<file path="src/rtl/mem_arbiter_pkg.sv">
// rtl/mem_arbiter_pkg.sv - shared encodings for the IFU/LSU memory arbiter
package mem_arbiter_pkg;

    typedef enum logic [1:0] {
        ST_IDLE = 2'd0,
        ST_REQ  = 2'd1,
        ST_RESP = 2'd2
    } state_t;

    typedef enum logic {
        OWN_IF = 1'b0,
        OWN_LS = 1'b1
    } owner_t;

    function automatic int mask_w(input int width);
        return width / 8;
    endfunction

endpackage

</file>
<file path="src/rtl/mem_arbiter_arb_prio.sv">
// rtl/mem_arbiter_arb_prio.sv - LSU-first grant decision with an IFU starvation guard
module mem_arbiter_arb_prio #(
    parameter int STARVE_MAX = 3
) (
    input  logic clk,
    input  logic rst,
    input  logic if_valid,
    input  logic ls_valid,
    input  logic idle,
    input  logic accept,
    output logic grant_if,
    output logic grant_ls
);

    localparam int            CW      = (STARVE_MAX < 1) ? 1 : $clog2(STARVE_MAX + 1);
    localparam logic [CW-1:0] CNT_MAX = CW'(STARVE_MAX);

    logic [CW-1:0] starve_q, starve_d;

    // IFU only beats a competing LSU once it has lost STARVE_MAX ties in a row.
    assign grant_if = idle && if_valid && (!ls_valid || (starve_q == CNT_MAX));
    assign grant_ls = idle && ls_valid && !grant_if;

    always_comb begin
        starve_d = starve_q;
        if (accept) begin
            if (grant_if) begin
                starve_d = '0;
            end else if (if_valid && (starve_q != CNT_MAX)) begin
                starve_d = starve_q + 1'b1;
            end
        end
    end

    always_ff @(posedge clk or posedge rst) begin
        if (rst) begin
            starve_q <= '0;
        end else begin
            starve_q <= starve_d;
        end
    end

endmodule

</file>
<file path="src/rtl/mem_arbiter.sv">
// rtl/mem_arbiter.sv - single-outstanding arbiter sharing one memory port between IFU and LSU
module mem_arbiter
    import mem_arbiter_pkg::*;
#(
    parameter int WIDTH      = 64,
    parameter int STARVE_MAX = 3
) (
    input  logic                       clk,
    input  logic                       rst,
    input  logic                       if_req_valid,
    output logic                       if_req_ready,
    input  logic [WIDTH-1:0]           if_req_addr,
    output logic                       if_resp_valid,
    output logic [WIDTH-1:0]           if_resp_data,
    input  logic                       ls_req_valid,
    output logic                       ls_req_ready,
    input  logic [WIDTH-1:0]           ls_req_addr,
    input  logic                       ls_req_wen,
    input  logic [WIDTH-1:0]           ls_req_wdata,
    input  logic [mask_w(WIDTH)-1:0]   ls_req_wmask,
    output logic                       ls_resp_valid,
    output logic [WIDTH-1:0]           ls_resp_data,
    output logic                       mem_req_valid,
    input  logic                       mem_req_ready,
    output logic [WIDTH-1:0]           mem_req_addr,
    output logic                       mem_req_wen,
    output logic [WIDTH-1:0]           mem_req_wdata,
    output logic [mask_w(WIDTH)-1:0]   mem_req_wmask,
    input  logic                       mem_resp_valid,
    input  logic [WIDTH-1:0]           mem_resp_data
);

    localparam int MW = mask_w(WIDTH);

    state_t           state_q, state_d;
    owner_t           owner_q;
    logic [WIDTH-1:0] addr_q, wdata_q, if_data_q, ls_data_q;
    logic [MW-1:0]    wmask_q;
    logic             wen_q, if_pulse_q, ls_pulse_q;
    logic             idle, accept, grant_if, grant_ls;

    // Gating with rst keeps both readys low while reset is held.
    assign idle   = (state_q == ST_IDLE) && !rst;
    assign accept = (if_req_valid && grant_if) || (ls_req_valid && grant_ls);

    mem_arbiter_arb_prio #(
        .STARVE_MAX (STARVE_MAX)
    ) u_arb_prio (
        .clk      (clk),
        .rst      (rst),
        .if_valid (if_req_valid),
        .ls_valid (ls_req_valid),
        .idle     (idle),
        .accept   (accept),
        .grant_if (grant_if),
        .grant_ls (grant_ls)
    );

    always_comb begin
        state_d       = state_q;
        mem_req_valid = 1'b0;
        case (state_q)
            ST_IDLE: if (accept) state_d = ST_REQ;
            ST_REQ: begin
                mem_req_valid = 1'b1;
                if (mem_req_ready) state_d = ST_RESP;
            end
            ST_RESP: if (mem_resp_valid) state_d = ST_IDLE;
            default: state_d = ST_IDLE;
        endcase
    end

    always_ff @(posedge clk or posedge rst) begin
        if (rst) begin
            state_q <= ST_IDLE;
        end else begin
            state_q <= state_d;
        end
    end

    always_ff @(posedge clk or posedge rst) begin
        if (rst) begin
            owner_q    <= OWN_IF;
            addr_q     <= '0;
            wen_q      <= 1'b0;
            wdata_q    <= '0;
            wmask_q    <= '0;
            if_pulse_q <= 1'b0;
            ls_pulse_q <= 1'b0;
            if_data_q  <= '0;
            ls_data_q  <= '0;
        end else begin
            if_pulse_q <= 1'b0;
            ls_pulse_q <= 1'b0;
            if (accept) begin
                owner_q <= grant_ls ? OWN_LS : OWN_IF;
                addr_q  <= grant_ls ? ls_req_addr : if_req_addr;
                wen_q   <= grant_ls && ls_req_wen;
                wdata_q <= grant_ls ? ls_req_wdata : '0;
                wmask_q <= grant_ls ? ls_req_wmask : '0;
            end
            // Store acks also carry mem_resp_data; the LSU ignores it for stores.
            if ((state_q == ST_RESP) && mem_resp_valid) begin
                if (owner_q == OWN_LS) begin
                    ls_pulse_q <= 1'b1;
                    ls_data_q  <= mem_resp_data;
                end else begin
                    if_pulse_q <= 1'b1;
                    if_data_q  <= mem_resp_data;
                end
            end
        end
    end

    assign if_req_ready  = grant_if;
    assign ls_req_ready  = grant_ls;
    assign if_resp_valid = if_pulse_q;
    assign if_resp_data  = if_data_q;
    assign ls_resp_valid = ls_pulse_q;
    assign ls_resp_data  = ls_data_q;
    assign mem_req_addr  = addr_q;
    assign mem_req_wen   = wen_q;
    assign mem_req_wdata = wdata_q;
    assign mem_req_wmask = wmask_q;

endmodule

</file>
<file path="config.mk">
export PLATFORM = sky130hd
export DESIGN_NAME = mem_arbiter
export DESIGN_NICKNAME = d
export VERILOG_FILES = /design/src/rtl/mem_arbiter_pkg.sv /design/src/rtl/mem_arbiter_arb_prio.sv /design/src/rtl/mem_arbiter.sv
export SDC_FILE = /design/constraint.sdc
export NUM_CORES = 1
export LEC_CHECK = 0
export CAP_MARGIN = 20
export CORE_AREA = 2 2 208 210
export CTS_BUF_LIST = sky130_fd_sc_hd__clkbuf_16
export DETAILED_ROUTE_END_ITERATION = 16
export DIE_AREA = 0 0 210 212
export GPL_TIMING_DRIVEN = 0
export SYNTH_ARGS = -nofsm -noshare
export SYNTH_HDL_FRONTEND = slang
export SYNTH_SLANG_ARGS = --single-unit
</file>
<file path="constraint.sdc">
create_clock -name clk -period 19.51 [get_ports clk]
set_input_delay 5.853 -clock clk [delete_from_list [all_inputs] [get_ports clk]]
set_output_delay 5.853 -clock clk [all_outputs]
set_load 0.05 [all_outputs]
</file>
==> results of run 1 <==
-- synthesized netlist by cell type, drive strengths merged --
master / instances / area [um2]
dfrtp: 272 / 6807
nand2b: 3 / 18.77
or3: 1 / 6.260
o21ai: 3 / 15.01
a22o: 73 / 639.4
nand2: 2 / 7.510
nand4b: 1 / 8.760
buf: 46 / 272.8
and3: 1 / 6.260
a32o: 1 / 10.01
mux2: 130 / 1464
nor2: 3 / 11.26
nor3: 1 / 16.27
nor3b: 1 / 12.51
inv: 7 / 26.28
clkbuf: 19 / 71.32
a32oi: 63 / 551.8
a22oi: 1 / 7.510
o2bb2ai: 63 / 551.8
a21boi: 1 / 7.510
ha: 1 / 12.51
and2: 1 / 6.260
a21oi: 1 / 5.000
-- report_power, final --
part	switching [uW]	internal [uW]
clock	224	308
combinational	1310	702
sequential	153	836
total	1690	1850
-- per-layer routing --
metal  wire length [um]  track usage [%]
met1              14800            19.18
met2              19410            30.00
met3               3642            5.953
met4                977            5.185
met5                 14                0
-- layout make-up --
cell class / count / area share [%]
plain buffers: 65 / 1.956
clock buffers: 31 / 4.409
clock inverters: 20 / 0.7538
inverters: 7 / 0.1920
multi-input cells: 351 / 19.09
flip-flops and latches: 272 / 38.69
well taps: 546 / 3.883
repair buffers: 542 / 31.03
-- critical path, stage by stage --
cell             delay (ps)
clkdlybuf4s50_1         650
clkbuf_1                720
and3_1                  320
clkdlybuf4s50_1         900
-- how the worst max path moves through the flow --
stage,end,depth (start not counted)
4_1_cts,if_req_ready,4
3_5_place_dp,if_req_ready,4
5_1_grt,if_req_ready,4
2_1_floorplan,if_resp_data[0],1
6_report,if_req_ready,4
3_3_place_gp,if_resp_data[51],2
-- through the flow --
stage	setup WS [ps]	instance area, um2	utilization, %
2_1_floorplan	6162	10540	-
3_3_place_gp	2396	16620	39.11
3_5_place_dp	5182	16690	39.26
4_1_cts	5169	17590	41.39
5_1_grt	5129	17590	41.39
6_report	5196	17590	41.39
-- flip-flops by register name, summed over array words and instances (netlist names) --
name	flops
mem_req_wen	1
mem_req_addr	64
if_resp_data	64
if_resp_valid	1
ls_resp_valid	1
u_arb_prio.starve_q	2
mem_req_wdata	64
mem_req_wmask	8
ls_resp_data	64
state_q	2
owner_q	1
-- kinds of logic after synthesis --
| logic type | count (synthesis) |
|---|---|
| flops | 272 |
| compound gates | 206 |
| mux | 130 |
| buf+inv | 72 |
| simple gates | 14 |
| fa+ha+maj | 1 |
==> impl_metrics.toml, run 1 <==
[status]
outcome = "finished, final reports clean"

[timing]
rsz0062_at_grt = "no"
hold_slack_ps = 481.1
worst_pin_slew_ps = 898.2
slew_violations = 0
fmaxAchievable_ghz = 0.06986
finalCriticalPeriod_ps = 14310
clock_skew_ps = 20.55
finalHoldViolations = 0
final-setup-viol-count = 0
tns_ps = 0
slew_headroom_pct = 40.12
period_share_pct = 73.37

[floorplanning]
core.rowCount = 76
die_h_um = 212
design.core.area_um2 = 42510
io_pins = 541
dieWidth_um = 210
start_util_pct = 24.79
die-area_um2 = 44520

[setup_path]
startpoint = "if_req_valid"
start_kind = "primary input"
critical_path_class = "in2out"
cp.required_ps = 13660
crit_fanout = 10
endpoint_kind = "primary output"
rr_worst_depth = 6
ff2ff_setup_slack_ps = 17440
reg2reg_from = "u_arb_prio.starve_q[0]"
worstReg2RegEnd = "mem_req_addr[30]"
critPathArrivalTime_ps = 8460

[placement]
io_buffers = 540
hpwl_um = 29990
dp_cells = 1783
globalplace.congestion = 0.8459

[pwr]
power_uw = 3536
peakVddDrop_uv = 106.2
power_leakage_uw = 0.007291
power.density_nw_per_um2 = 201.0

[synth]
netlist_instances = 695
synth_adder_area_share_pct = 0.1188
postSynthAreaPerCell_um2 = 15.16
synth_xor_area_share_pct = 0
synth_nets = 967
syn-cell-area_um2 = 10540
synthSimpleGateAreaFrac_pct = 0.8907
synth_top_family_by_area = "compound AO/OA/AOI/OAI gates"
yosysWarnings = 0
ys_seq_elements = 272
synth_compound_area_share_pct = 16.97
ys_seq_area_share_pct = 64.61
ys_types = 28
synthMuxAreaShare_pct = 13.90

[cts]
clkTransAtPathRegs_ps = 60
post_cts_buffers = 0
ctsResizeCount = 0
cts-root-buf = "clkbuf_16"
cts_buffers = 30
clk_latency_ps = 560
hold_buffers = 0
cts-htree-levels = 1
clock-sinks = 272
ctsLongestPathBuffers = 3
cts_tree = "built"

[worst_hold_path]
worstHoldPathCells = 1
hp-start = "if_resp_data[16]"
hp-class = "reg2reg"
worst_hold_path.endpoint = "if_resp_data[16]"

[global_route]
antenna_found_initial = 1
grt_pass1_wl_um = 57530
grt_max_degree = 122
grt_pass1_vias = 9103
grtUsageTotal_pct = 16.94
grt_overflow_total = 0

[detailed_routing]
dr.pass1.iters = 4
viasPerCell = 4.622
wl_um = 38850
via_count = 8477
drt_iter0_markers = 317
ant_nets = 0
drc = 0
post_drt_wl_per_cell_um = 21.18

[cells_and_area]
nNetsFinal = 1541
most-common-layout-cells = "540 x clkdlybuf4s50_1, 272 x dfrtp_1, 81 x mux2_2"
drive_above_1_share_pct = 12.11
area_delta_synth_final_pct = 67.01
multiInputGateArea_um2 = 3358
insertedDiodeCount = 0
final_common_cell = "clkdlybuf4s50_1"
fillCellCount = 3984
seqCellArea_um2 = 6807
stdcell_count = 1834

[flow_run]
drv_cap = 0
Power figures use the tool's default switching activity.
==> run 2, diff against run 1 <==
CORE_AREA = 2 2 209 211   (was 2 2 208 210)
DIE_AREA = 0 0 211 213   (was 0 0 210 212)
clock period = 13.2 ns   (was 19.51 ns; I/O delays follow)
==> run 2 against run 1 <==
  * Total power grew 50%
  * Sequential power grew 51%
  * Final cell count is essentially flat
  * Sequential cell count is the same
  * Critical path depth is the same
  * Core utilization is essentially flat
  * Global-route usage grew 0.22 points
  * Critical path type unchanged
  * Largest power group unchanged
==> impl_metrics.toml, run 2 (synthesis gave the netlist of run 1 again) <==
[status]
outcome = "finished, final reports clean"

[setup_path]
critical_path_class = "in2out"
crit_fanout = 10
endpoint_kind = "primary output"
start_kind = "primary input"
startpoint = "if_req_valid"
reg2reg_from = "u_arb_prio.starve_q[0]"
critPathArrivalTime_ps = 6500
cp.required_ps = 9240

[timing]
slew_violations = 0
period_share_pct = 79.21
rsz0062_at_grt = "no"
finalHoldViolations = 0
slew_headroom_pct = 40.09
fmaxAchievable_ghz = 0.09565
clock_skew_ps = 8.328
finalCriticalPeriod_ps = 10460
worst_pin_slew_ps = 898.6
tns_ps = 0
final-setup-viol-count = 0
hold_slack_ps = 480.1

[cts]
cts_buffers = 29
hold_buffers = 0
ctsResizeCount = 0
ctsLongestPathBuffers = 3
cts-root-buf = "clkbuf_16"
post_cts_buffers = 0
clk_latency_ps = 550
clkTransAtPathRegs_ps = 60
cts_tree = "built"
clock-sinks = 272
cts-htree-levels = 1

[detailed_routing]
viasPerCell = 4.633
drc = 0
post_drt_wl_per_cell_um = 21.81
drt_iter0_markers = 384
dr.pass1.iters = 4
wl_um = 39980
via_count = 8493
ant_nets = 0

[floorplanning]
start_util_pct = 24.67
design.core.area_um2 = 42700
core.rowCount = 76
die-area_um2 = 44940
die_h_um = 213
dieWidth_um = 211
io_pins = 541

[global_route]
antenna_found_initial = 0
grt_overflow_total = 0
grtUsageTotal_pct = 17.16
grt_max_degree = 125
grt_pass1_vias = 9166
grt_pass1_wl_um = 57990

[placement]
io_buffers = 540
hpwl_um = 31160
place_area_um2 = 16690
globalplace.congestion = 0.8873

[cells_and_area]
area_delta_synth_final_pct = 67.60
nNetsFinal = 1540
most-common-layout-cells = "540 x clkdlybuf4s50_1, 272 x dfrtp_1, 81 x mux2_2"
insertedDiodeCount = 0
fin_util_pct = 41.36
final_area_um2 = 17660
final_common_cell = "clkdlybuf4s50_1"
drive_above_1_share_pct = 12.59
fillCellCount = 4024

[pwr]
power_leakage_uw = 0.007270
peakVddDrop_uv = 272.5
power_uw = 5306
power.density_nw_per_um2 = 300.5

[worst_hold_path]
hp-class = "reg2reg"
hp-start = "if_resp_data[37]"

[flow_run]
drv_cap = 0
-- run 2: cell count changes in the layout (fill, tap and decap cells not counted), sizes merged --
cell | before | now
inv | 17 | 10
clkbuf | 50 | 48
clkinvlp | 0 | 5
bufinv | 2 | 5
-- run 2: stage by stage --
stage | setup slack (ps) | instances
after floorplan | 1745 | 695
after global placement | -1825 | 1781
final | 2745 | 1833
after CTS | 2648 | 1833
after detailed placement | 2663 | 1783
after global routing | 2587 | 1833
-- run 2: final timing paths --
check | endpoint | slack, ps | depth (start not counted)
max | if_req_ready | 2740 | 4
min | if_resp_data[37] | 480 | 1
max reg2reg | mem_req_addr[11] | 11140 | 6
min reg2reg | if_resp_data[37] | 480 | 1
max in group asynchronous | mem_req_addr[32] | 8390 | 3
min in group asynchronous | state_q[1] | 3860 | 2
-- run 2: power breakdown --
group          internal, uW  leakage, uW  switching (uW)
registers              1230      0.00339             255
clock network           497     0.000464             342
logic                  1040      0.00342            1940
total                  2770      0.00727            2540
-- run 2: area by class of cell --
cell class                      count  area [um2]  area share [%]
Tap cell                          546       683.2           3.869
Sequential cell                   272        6807           38.55
Clock inverter                     21       245.2           1.389
Timing Repair Buffer              542        5460           30.92
Buffer                             65       344.1           1.949
Clock buffer                       29       725.7           4.110
Multi-Input combinational cell    351        3358           19.02
Inverter                            7       33.78          0.1913
-- run 2: critical path: stages --
cell	delay, ps
clkdlybuf4s50_1	670
clkbuf_1	680
and3_1	310
clkdlybuf4s50_1	860
-- run 2: per-layer routing --
metal / vias up / global-route usage, % / share of wire [%]
met5: - / 0 / 0
met4: 0 / 6.411 / 3.5
met3: 55 / 5.310 / 8.8
met2: 412 / 30.93 / 51
met1: 4183 / 18.94 / 37
li1: 3843 / - / -
==> run 3, diff against run 2 <==
CORE_AREA = 2 2 208 210   (was 2 2 209 211)
DIE_AREA = 0 0 210 212   (was 0 0 211 213)
clock period = 9.13 ns   (was 13.2 ns; I/O delays follow)
==> run 3 against run 2 <==
  * Sequential power increased by 42%
  * Non-clock buffer count is 5 higher
  * Die area fell by 0.94%
  * First-iteration DRC count shrank 29%
  * Hold slack improved by 3.9 ps
  * Register-to-register slack lost 4100 ps
  * Global-route usage decreased by 0.34 points
  * Final cell count grew 0.38%
  * Final area hardly changed
  * Critical path type unchanged
  * Largest cell class unchanged
==> impl_metrics.toml, run 3 (synthesis gave the netlist of run 1 again) <==
[status]
outcome = "finished, final reports clean"

[setup_path]
critPathArrivalTime_ps = 5220
timing.critical_path.buf_inv = 3
rr_worst_depth = 6
path_delay_family = "buffers and inverters"
cp_common_cell = "clkdlybuf4s50_1"
reg2reg_from = "u_arb_prio.starve_q[0]"
endpoint_kind = "primary output"
crit_slowest_cell = "clkdlybuf4s50_1"
startpoint = "if_req_valid"
critical_path_class = "in2out"
crit_end = "if_req_ready"
crit_fanout = 10
path_depth = 4
start_kind = "primary input"
cp.required_ps = 6390
max_stage_delay_ps = 900
ff2ff_setup_slack_ps = 7070
path_cells = "clkdlybuf4s50_1 -> clkbuf_1 -> and3_1 -> clkdlybuf4s50_1"
worstReg2RegEnd = "mem_req_addr[30]"

[floorplanning]
io_pins = 541
design.core.area_um2 = 42510
die-area_um2 = 44520
start_util_pct = 24.79
die_h_um = 212
dieWidth_um = 210
core.rowCount = 76

[placement]
io_buffers = 540
place_area_um2 = 16770
globalplace.congestion = 0.8440
dp_cells = 1788
post-place-ws_ps = 1105
hpwl_um = 30240

[cts]
cts-htree-levels = 1
cts_tree = "built"
clkTransAtPathRegs_ps = 60
clock-sinks = 272
ctsLongestPathBuffers = 3
cts_buffers = 29
ctsResizeCount = 0
hold_buffers = 0
cts-root-buf = "clkbuf_16"
clk_latency_ps = 560
post_cts_buffers = 0

[detailed_routing]
ant_nets = 0
drt_iter0_markers = 271
dr.pass1.iters = 4
post_drt_wl_per_cell_um = 21.01
viasPerCell = 4.637
wl_um = 38650
via_count = 8532
drc = 0

[pwr]
power_leakage_uw = 0.007314
power.density_nw_per_um2 = 425.7
peakVddDrop_uv = 286.0

[timing]
clock_skew_ps = 18.41
finalHoldViolations = 0
tns_ps = 0
fmaxAchievable_ghz = 0.1256
worst_pin_slew_ps = 886.6
final-setup-viol-count = 0
slew_violations = 0
finalCriticalPeriod_ps = 7962
rsz0062_at_grt = "no"
period_share_pct = 87.21
slew_headroom_pct = 40.77
setup_slack_ps = 1168

[cells_and_area]
drive_above_1_share_pct = 12.29
most-common-layout-cells = "540 x clkdlybuf4s50_1, 272 x dfrtp_1, 81 x mux2_2"
final_area_um2 = 17650
insertedDiodeCount = 0
stdcell_count = 1840
area_delta_synth_final_pct = 67.52
nNetsFinal = 1545
fillCellCount = 3998
final_common_cell = "clkdlybuf4s50_1"

[global_route]
grt_max_degree = 43
grt_pass1_vias = 9006
grtUsageTotal_pct = 16.82
grt_pass1_wl_um = 57030
antenna_found_initial = 4
grt_overflow_total = 0

[worst_hold_path]
hp-class = "reg2reg"
hp-start = "if_resp_data[50]"

[flow_run]
drv_cap = 0
## run 3: cell types whose count changed in the layout (fill, tap and decap cells not counted)
cell,before,now
clkinvlp_4,5,1
clkinv_4,2,0
buf_12,0,6
inv_8,1,0
clkinv_1,5,6
inv_1,8,17
clkinv_2,1,3
bufinv_16,5,2
buf_16,2,1
## run 3: layout make-up
cell class | instances | area [um2] | area share [%]
Sequential cell | 272 | 6807 | 38.57
Timing Repair Buffer | 547 | 5553 | 31.46
Multi-Input combinational cell | 351 | 3358 | 19.03
Clock buffer | 29 | 725.7 | 4.112
Tap cell | 546 | 683.2 | 3.871
Buffer | 65 | 344.1 | 1.950
Clock inverter | 23 | 147.6 | 0.8366
Inverter | 7 | 30.03 | 0.1702
## run 3: where the power goes
group | leakage, uW | switching, uW | internal (uW)
Clock | 0.000470 | 477 | 626
Combinational | 0.00345 | 2790 | 1500
Sequential | 0.00339 | 328 | 1790
## run 3: worst min path at each step
stage | end | slack [ps] | depth (start not counted)
after floorplan | u_arb_prio.starve_q[1] | 480 | 1
final | if_resp_data[50] | 480 | 1
after detailed placement | mem_req_addr[29] | 470 | 1
after global placement | if_resp_data[47] | 470 | 1
after global routing | mem_req_addr[12] | 500 | 1
after CTS | if_resp_data[27] | 490 | 1
## run 3: layer usage
layer  part of all wire [%]  GRT usage [%]  vias up
met3                    9.3          6.086       57
met2                     50          29.71      385
met1                     39          19.21     4233
met4                    2.3          4.622        8
li1                       -              -     3849
met5                   0.14              0        -
## run 3: metrics by stage
| step | power [uW] | hold WS [ps] | util, % |
|---|---|---|---|
| finish | 7514 | 484.0 | 41.52 |
| floorplan | 4798 | 483.5 | - |
| global placement | 6424 | 465.6 | 39.12 |
| detailed placement | 6459 | 472.7 | 39.46 |
| CTS | 7602 | 487.8 | 41.52 |
| global route | 7837 | 498.3 | 41.52 |
